[src/rtl/spi_stream_tx.sv]
// SPI slave transmitter: drains a BYTES-wide stream word (tkeep byte enables) and a priority
// meta byte onto spi_miso. SCLK/CS are synchronised into clk; mode and byte order are parameters.
module spi_stream_tx #(
    parameter int BYTES     = 4,
    parameter int CPOL      = 0,
    parameter int CPHA      = 0,
    parameter int LSB_FIRST = 1,
    parameter int SYNC      = 2
) (
    input  logic               clk,
    input  logic               rst,
    input  logic               spi_cs_n,
    input  logic               spi_sclk,
    output logic               spi_miso,
    input  logic               s_tvalid,
    input  logic [8*BYTES-1:0] s_tdata,
    input  logic [BYTES-1:0]   s_tkeep,
    output logic               s_tready,
    input  logic               meta_valid,
    input  logic [7:0]         meta_data,
    output logic               meta_ready,
    output logic               busy,
    output logic               byte_done,
    output logic               underrun
);
    localparam int PW          = (BYTES > 1) ? $clog2(BYTES) : 1;
    localparam bit LAUNCH_FALL = (CPOL == CPHA);

    typedef enum logic [1:0] {IDLE, LOAD, SHIFT} state_t;
    state_t state;

    logic [SYNC-1:0]    cs_sync, sclk_sync;
    logic               cs_s, sclk_s, cs_d, sclk_d;
    logic               rise, fall, lch, smp, cs_fall;

    logic [8*BYTES-1:0] wreg;
    logic [BYTES-1:0]   wkeep, rem;
    logic               wfull;
    logic [PW-1:0]      p, bsel;
    logic [7:0]         mreg;
    logic               mfull;
    logic [7:0]         sh_buf;
    logic               sh_loaded;
    logic [2:0]         c;
    logic               acc_w, acc_m, ld_ok, ld_meta, ld_word, cur_keep, last_smp;
    logic [7:0]         cur_byte, ld_byte;

    always_ff @(posedge clk or posedge rst) begin
        if (rst) begin
            cs_sync   <= '1;
            sclk_sync <= (CPOL != 0) ? '1 : '0;
            cs_d      <= 1'b1;
            sclk_d    <= (CPOL != 0);
        end else begin
            cs_sync   <= {cs_sync[SYNC-2:0], spi_cs_n};
            sclk_sync <= {sclk_sync[SYNC-2:0], spi_sclk};
            cs_d      <= cs_s;
            sclk_d    <= sclk_s;
        end
    end

    assign cs_s    = cs_sync[SYNC-1];
    assign sclk_s  = sclk_sync[SYNC-1];
    assign rise    = sclk_s & ~sclk_d;
    assign fall    = ~sclk_s & sclk_d;
    assign lch     = ~cs_s & (LAUNCH_FALL ? fall : rise);
    assign smp     = ~cs_s & (LAUNCH_FALL ? rise : fall);
    assign cs_fall = cs_d & ~cs_s;

    always_comb begin
        bsel     = (LSB_FIRST != 0) ? p : PW'(BYTES - 1) - p;
        cur_byte = wreg[{bsel, 3'b000} +: 8];
        cur_keep = wkeep[bsel];
        rem      = wkeep & ~(BYTES'(1) << bsel);
        acc_w    = s_tvalid & s_tready;
        acc_m    = meta_valid & meta_ready;
        // Only load on a byte boundary of the master's frame so a late byte is never sent torn.
        ld_ok    = (c == 3'd0) & ~smp;
        ld_meta  = (state == LOAD) & mfull & ld_ok;
        ld_word  = (state == LOAD) & ~mfull & wfull & cur_keep & ld_ok;
        ld_byte  = mfull ? mreg : cur_byte;
        last_smp = smp & (c == 3'd7);
    end

    assign busy = wfull | mfull | sh_loaded;

    always_ff @(posedge clk or posedge rst) begin
        if (rst) begin
            state      <= IDLE;
            wreg       <= '0;
            wkeep      <= '0;
            wfull      <= 1'b0;
            p          <= '0;
            mreg       <= '0;
            mfull      <= 1'b0;
            sh_buf     <= '0;
            sh_loaded  <= 1'b0;
            c          <= '0;
            spi_miso   <= 1'b1;
            s_tready   <= 1'b0;
            meta_ready <= 1'b0;
            byte_done  <= 1'b0;
            underrun   <= 1'b0;
        end else begin
            byte_done <= last_smp & sh_loaded;
            underrun  <= last_smp & ~sh_loaded;

            if (cs_s)     c <= '0;
            else if (smp) c <= c + 3'd1;

            // CPHA=0 needs bit 7 on the line before the first edge, hence the load/CS updates.
            if (cs_s)                                   spi_miso <= 1'b1;
            else if (CPHA == 0 && (ld_meta || ld_word)) spi_miso <= ld_byte[7];
            else if (CPHA == 0 && cs_fall)              spi_miso <= ~sh_loaded | sh_buf[7];
            else if (lch)                               spi_miso <= ~sh_loaded | sh_buf[3'd7 - c];

            if (ld_meta || ld_word) begin
                sh_buf    <= ld_byte;
                sh_loaded <= 1'b1;
            end else if (last_smp) begin
                sh_loaded <= 1'b0;
            end

            case (state)
                IDLE: if (wfull | mfull | acc_w | acc_m) state <= LOAD;
                LOAD: begin
                    if (ld_meta) begin
                        mfull      <= 1'b0;
                        meta_ready <= 1'b1;
                        state      <= SHIFT;
                    end else if (!mfull && wfull && (ld_word || !cur_keep)) begin
                        wkeep <= rem;
                        if (rem == '0) begin
                            wfull    <= 1'b0;
                            s_tready <= 1'b1;
                            p        <= '0;
                        end else begin
                            p <= p + PW'(1);
                        end
                        if (ld_word) state <= SHIFT;
                    end else if (!mfull && !wfull && !acc_w && !acc_m) begin
                        state <= IDLE;
                    end
                end
                SHIFT: if (last_smp) state <= (wfull | mfull | acc_w | acc_m) ? LOAD : IDLE;
                default: state <= IDLE;
            endcase

            if (acc_w) begin
                wreg     <= s_tdata;
                wkeep    <= s_tkeep;
                wfull    <= 1'b1;
                s_tready <= 1'b0;
            end else if (!wfull && !s_tready) begin
                s_tready <= 1'b1;
            end

            if (acc_m) begin
                mreg       <= meta_data;
                mfull      <= 1'b1;
                meta_ready <= 1'b0;
            end else if (!mfull && !meta_ready) begin
                meta_ready <= 1'b1;
            end
        end
    end
endmodule
[config.mk]
export PLATFORM = sky130hd
export DESIGN_NAME = spi_stream_tx
export DESIGN_NICKNAME = d
export VERILOG_FILES = /design/src/rtl/spi_stream_tx.sv
export SDC_FILE = /design/constraint.sdc
export NUM_CORES = 1
export LEC_CHECK = 0
export CORE_MARGIN = 10
export CORE_UTILIZATION = 35
export CTS_BUF_LIST = sky130_fd_sc_hd__clkbuf_2 sky130_fd_sc_hd__clkbuf_4 sky130_fd_sc_hd__clkbuf_8
export CTS_CLUSTER_SIZE = 16
export DETAILED_ROUTE_END_ITERATION = 8
export MAX_ROUTING_LAYER = met4
export SLEW_MARGIN = 20
export SYNTH_ARGS = -nofsm -noshare
export SYNTH_HDL_FRONTEND = slang
export SYNTH_SLANG_ARGS = --single-unit
[constraint.sdc]
create_clock -name clk -period 5.9 [get_ports clk]
set_input_delay 0.885 -clock clk [delete_from_list [all_inputs] [get_ports clk]]
set_output_delay 0.885 -clock clk [all_outputs]
set_load 0.01 [all_outputs]
==> summary.md <==
| Metric | Value |
|---|---|
| Ys async rst share | `100%` |
| Slew headroom | `38.9%` |
| Setup crit start kind | `flip-flop` |
| Critical Path Fanout Max | `13` |
| GRT Overall Usage | `between 10% and 20%` |
| Crit path time final | `approximately 2.8 ns` |
| Status | `finished clean` |
| Mapped Cells | `between 300 and 400` |
| Leakage | `between 1.5 and 2 nW` |
| Die extent in x | `around 120 um` |
| Synthesized flop and latch total | `73` |
| TritonCTS Sinks | `73` |
| Total gr overflow | `0` |
| Longest Clk Path Bufs | `2` |
| Largest net degree at the start of global routing | `74` |
| Least-Margin Pin Slew | `a little over 0.9 ns` |
| ANT cells | `0` |
| Layout Nets | `between 400 and 500` |
| 1st-pass router iterations | `4` |
| Port Buffers | `55` |
| Total power | `between 1.5 and 2 mW` |
| Synth Area per Inst | `approximately 11 um2` |
| # Max-Cap Violations | `0` |
| Max VDD drop | `0.159 mV` |
| # rows | `35` |
| Post_cts resized | `0` |
| Antenna violations before repair | `0` |
| CTS tree | `done` |
| # IOs | `56` |
| CP Data Required Time | `5.02 ns` |
| Drt via density | `about 4.7` |
| H-tree depth | `3` |
| Yosys Warn Count | `0` |
| Clock root cell | `clkbuf_8` |
| Hold Path Cell Cnt | `0` |
| Area added between synthesis and finish | `26.5%` |
| Clk slew on worst S/H paths | `~0.080 ns` |
| Synthesized Nets | `between 300 and 400` |
| Cts hold-fix bufs | `0` |
| Setup_tns | `0 ns` |
| Hold_sp | `sclk_sync[0]` |
| Drt drc | `0` |
| First-pass GRT wire length | `between 10000 and 15000 um` |
| Layout cells sized above 1 | `between 10% and 20%` |
| Fin. Hold Viols | `0` |
| Routed WL per cell | `about 15 um` |
| Vias in the first global route | `between 2000 and 2500` |
| Initial core utilization | `between 30% and 40%` |
| Std-Cell Core Area | `9240 um2` |
| Crit path launch | `mfull` |
| Wirelength, routed | `about 7200 um` |
| Top-count cell post-synth | `nand2_1` |
| Worst Hold Endpoint | `sclk_sync[1]` |
| Commonest cells post-synth | `107 x nand2_1, 69 x dfrtp_1, 15 x a21oi_1, 11 x mux2_2, 11 x mux4_2` |
| Part of the cycle the worst path needs | `between 40 and 50%` |
| Final antenna-violating net count | `0` |
| Critical path class | `flip-flop to output pin` |
| Post-DP HPWL | `5170 um` |
| Share of the synthesized area in the top cell type | `between 50% and 60%` |
| Sequential share of the synthesized area | `between 50% and 60%` |
| Clk_lat worst skew | `approximately 0.35 ns` |
| WP data arrival | `just under 2 ns` |
| Top post-synthesis cells by area | `dfrtp_1 52%, nand2_1 12%, mux4_2 7.5%, mux2_2 3.7%, dfstp_2 3.2%` |
| RR Startpoint | `bsel[0]` |
| R2R cell count | `4` |
| Worst reg2reg setup slack | `between 3 and 4 ns` |
| R2r endpoint | `sh_buf[7]` |
| Placer congestion estimate | `~0.8` |
| Library cells used by synthesis | `38` |
| Initial DRC count | `approximately 110` |
| Die span in y | `~120 um` |
| Filler Cell Count | `just under 900` |
| Total setup buffers inserted after CTS | `0` |
| Max-slew violations | `0` |
| Main synth FF type | `dfrtp_1` |
| Unrepaired setup endpoints after global routing | `false` |
| Die ar. | `approximately 14000 um2` |
| Final setup viols | `0` |
| Critical path endpoint category | `output pin` |
| Clock Skew | `roughly 0.015 ns` |
| Via count | `between 2000 and 2500` |
| Min-Delay Path Class | `flip-flop to flip-flop` |
| Post-synthesis cell area | `approximately 3300 um2` |
| Area leader, netlist | `dfrtp_1` |
| Pwr Density | `around 460 nW/um2` |
| Post-synth EDFFs | `0` |
| Total CTS buffers | `9` |
| Fmax | `355 MHz` |
-- worst max-delay path, cell delays in order, from the launching register on --
cell and delay [ns]:
dfrtp_1 0.73, nor2_1 0.19, nand2_1 0.12, clkdlybuf4s50_1 0.54
-- cell type report --
type                    count  area [um2]  share of cell area, %
flip-flops and latches     73        1830                   43.6
clock buffers              10         138                   3.27
multi-input cells         212        1400                   33.3
well taps                 129         161                   3.84
inverters                  10        37.5                  0.893
repair buffers             57         566                   13.4
clock inverters             6        72.6                   1.73
-- sequential cells by signal, summed over array words and instances (netlist names), 2 cells and up --
signal and flops:
wreg 32, mreg 8, sh_buf 8, wkeep 4, c 3, bsel 2
cs_sync 2, sclk_sync 2, state 2
-- metrics by stage --
stage          hold slack [ns]  area (um2)  instances  utilization, %  worst slack (ns)
2_1_floorplan            0.331        3320        308               -              3.17
3_3_place_gp             0.338        3990        481            43.2              3.13
3_5_place_dp             0.348        4000        481            43.2              3.40
4_1_cts                  0.356        4210        497            45.5              3.06
5_1_grt                  0.360        4210        497            45.5              2.91
6_report                 0.354        4210        497            45.5              3.08
-- cell usage in the layout (no fill, tap or decap), drive strengths merged, types with 2 or more instances in the layout --
cell type / count
inv: 12
a31oi: 5
clkdlybuf4s50: 55
a21o: 7
mux2i: 9
nor4b: 2
mux4: 11
dfstp: 4
clkinv: 2
nand3b: 2
mux2: 12
clkbuf: 10
a21oi: 15
buf: 2
dfrtp: 69
nand2b: 2
a211oi: 2
nand2: 107
o21ai: 2
nand3: 2
and2: 2
nor2b: 5
ha: 7
nor2: 8
-- metal layers --
metal | routed length (um) | global-route usage, % | vias up
li1 | - | - | 1150
met1 | 3580 | 14.6 | 1117
met2 | 3340 | 16.2 | 45
met3 | 256 | 3.55 | 9
met4 | 68 | 3.01 | 0
met5 | 0 | - | -
-- kinds of logic (layout without fill, tap and decap cells) --
logic type	Yosys count	count (layout)	share of synthesized area [%]
AND/OR/NAND/NOR	135	135	17.7
flip-flops	73	73	55.1
AO/OA/AOI/OAI	37	37	7.08
multiplexers	32	32	14.3
buffers and inverters	23	83	2.90
adder cells (fa/ha/maj)	7	7	2.63
XOR/XNOR	1	1	0.264
-- worst max-delay path by stage --
stage	end	slack, ns	cells after the start
final	busy	3.08	3
after global routing	busy	2.91	3
after CTS	busy	3.06	3
after detailed placement	sh_buf[7]	3.40	4
after global placement	state[0]	3.13	4
after floorplan	bsel[0]	3.17	1
-- report_power, final --
part	switching (mW)	internal (mW)	total (mW)
combinational	0.309	0.354	0.663
clock	0.196	0.211	0.407
sequential	0.165	0.708	0.873
(Power assumes the default switching activity.)
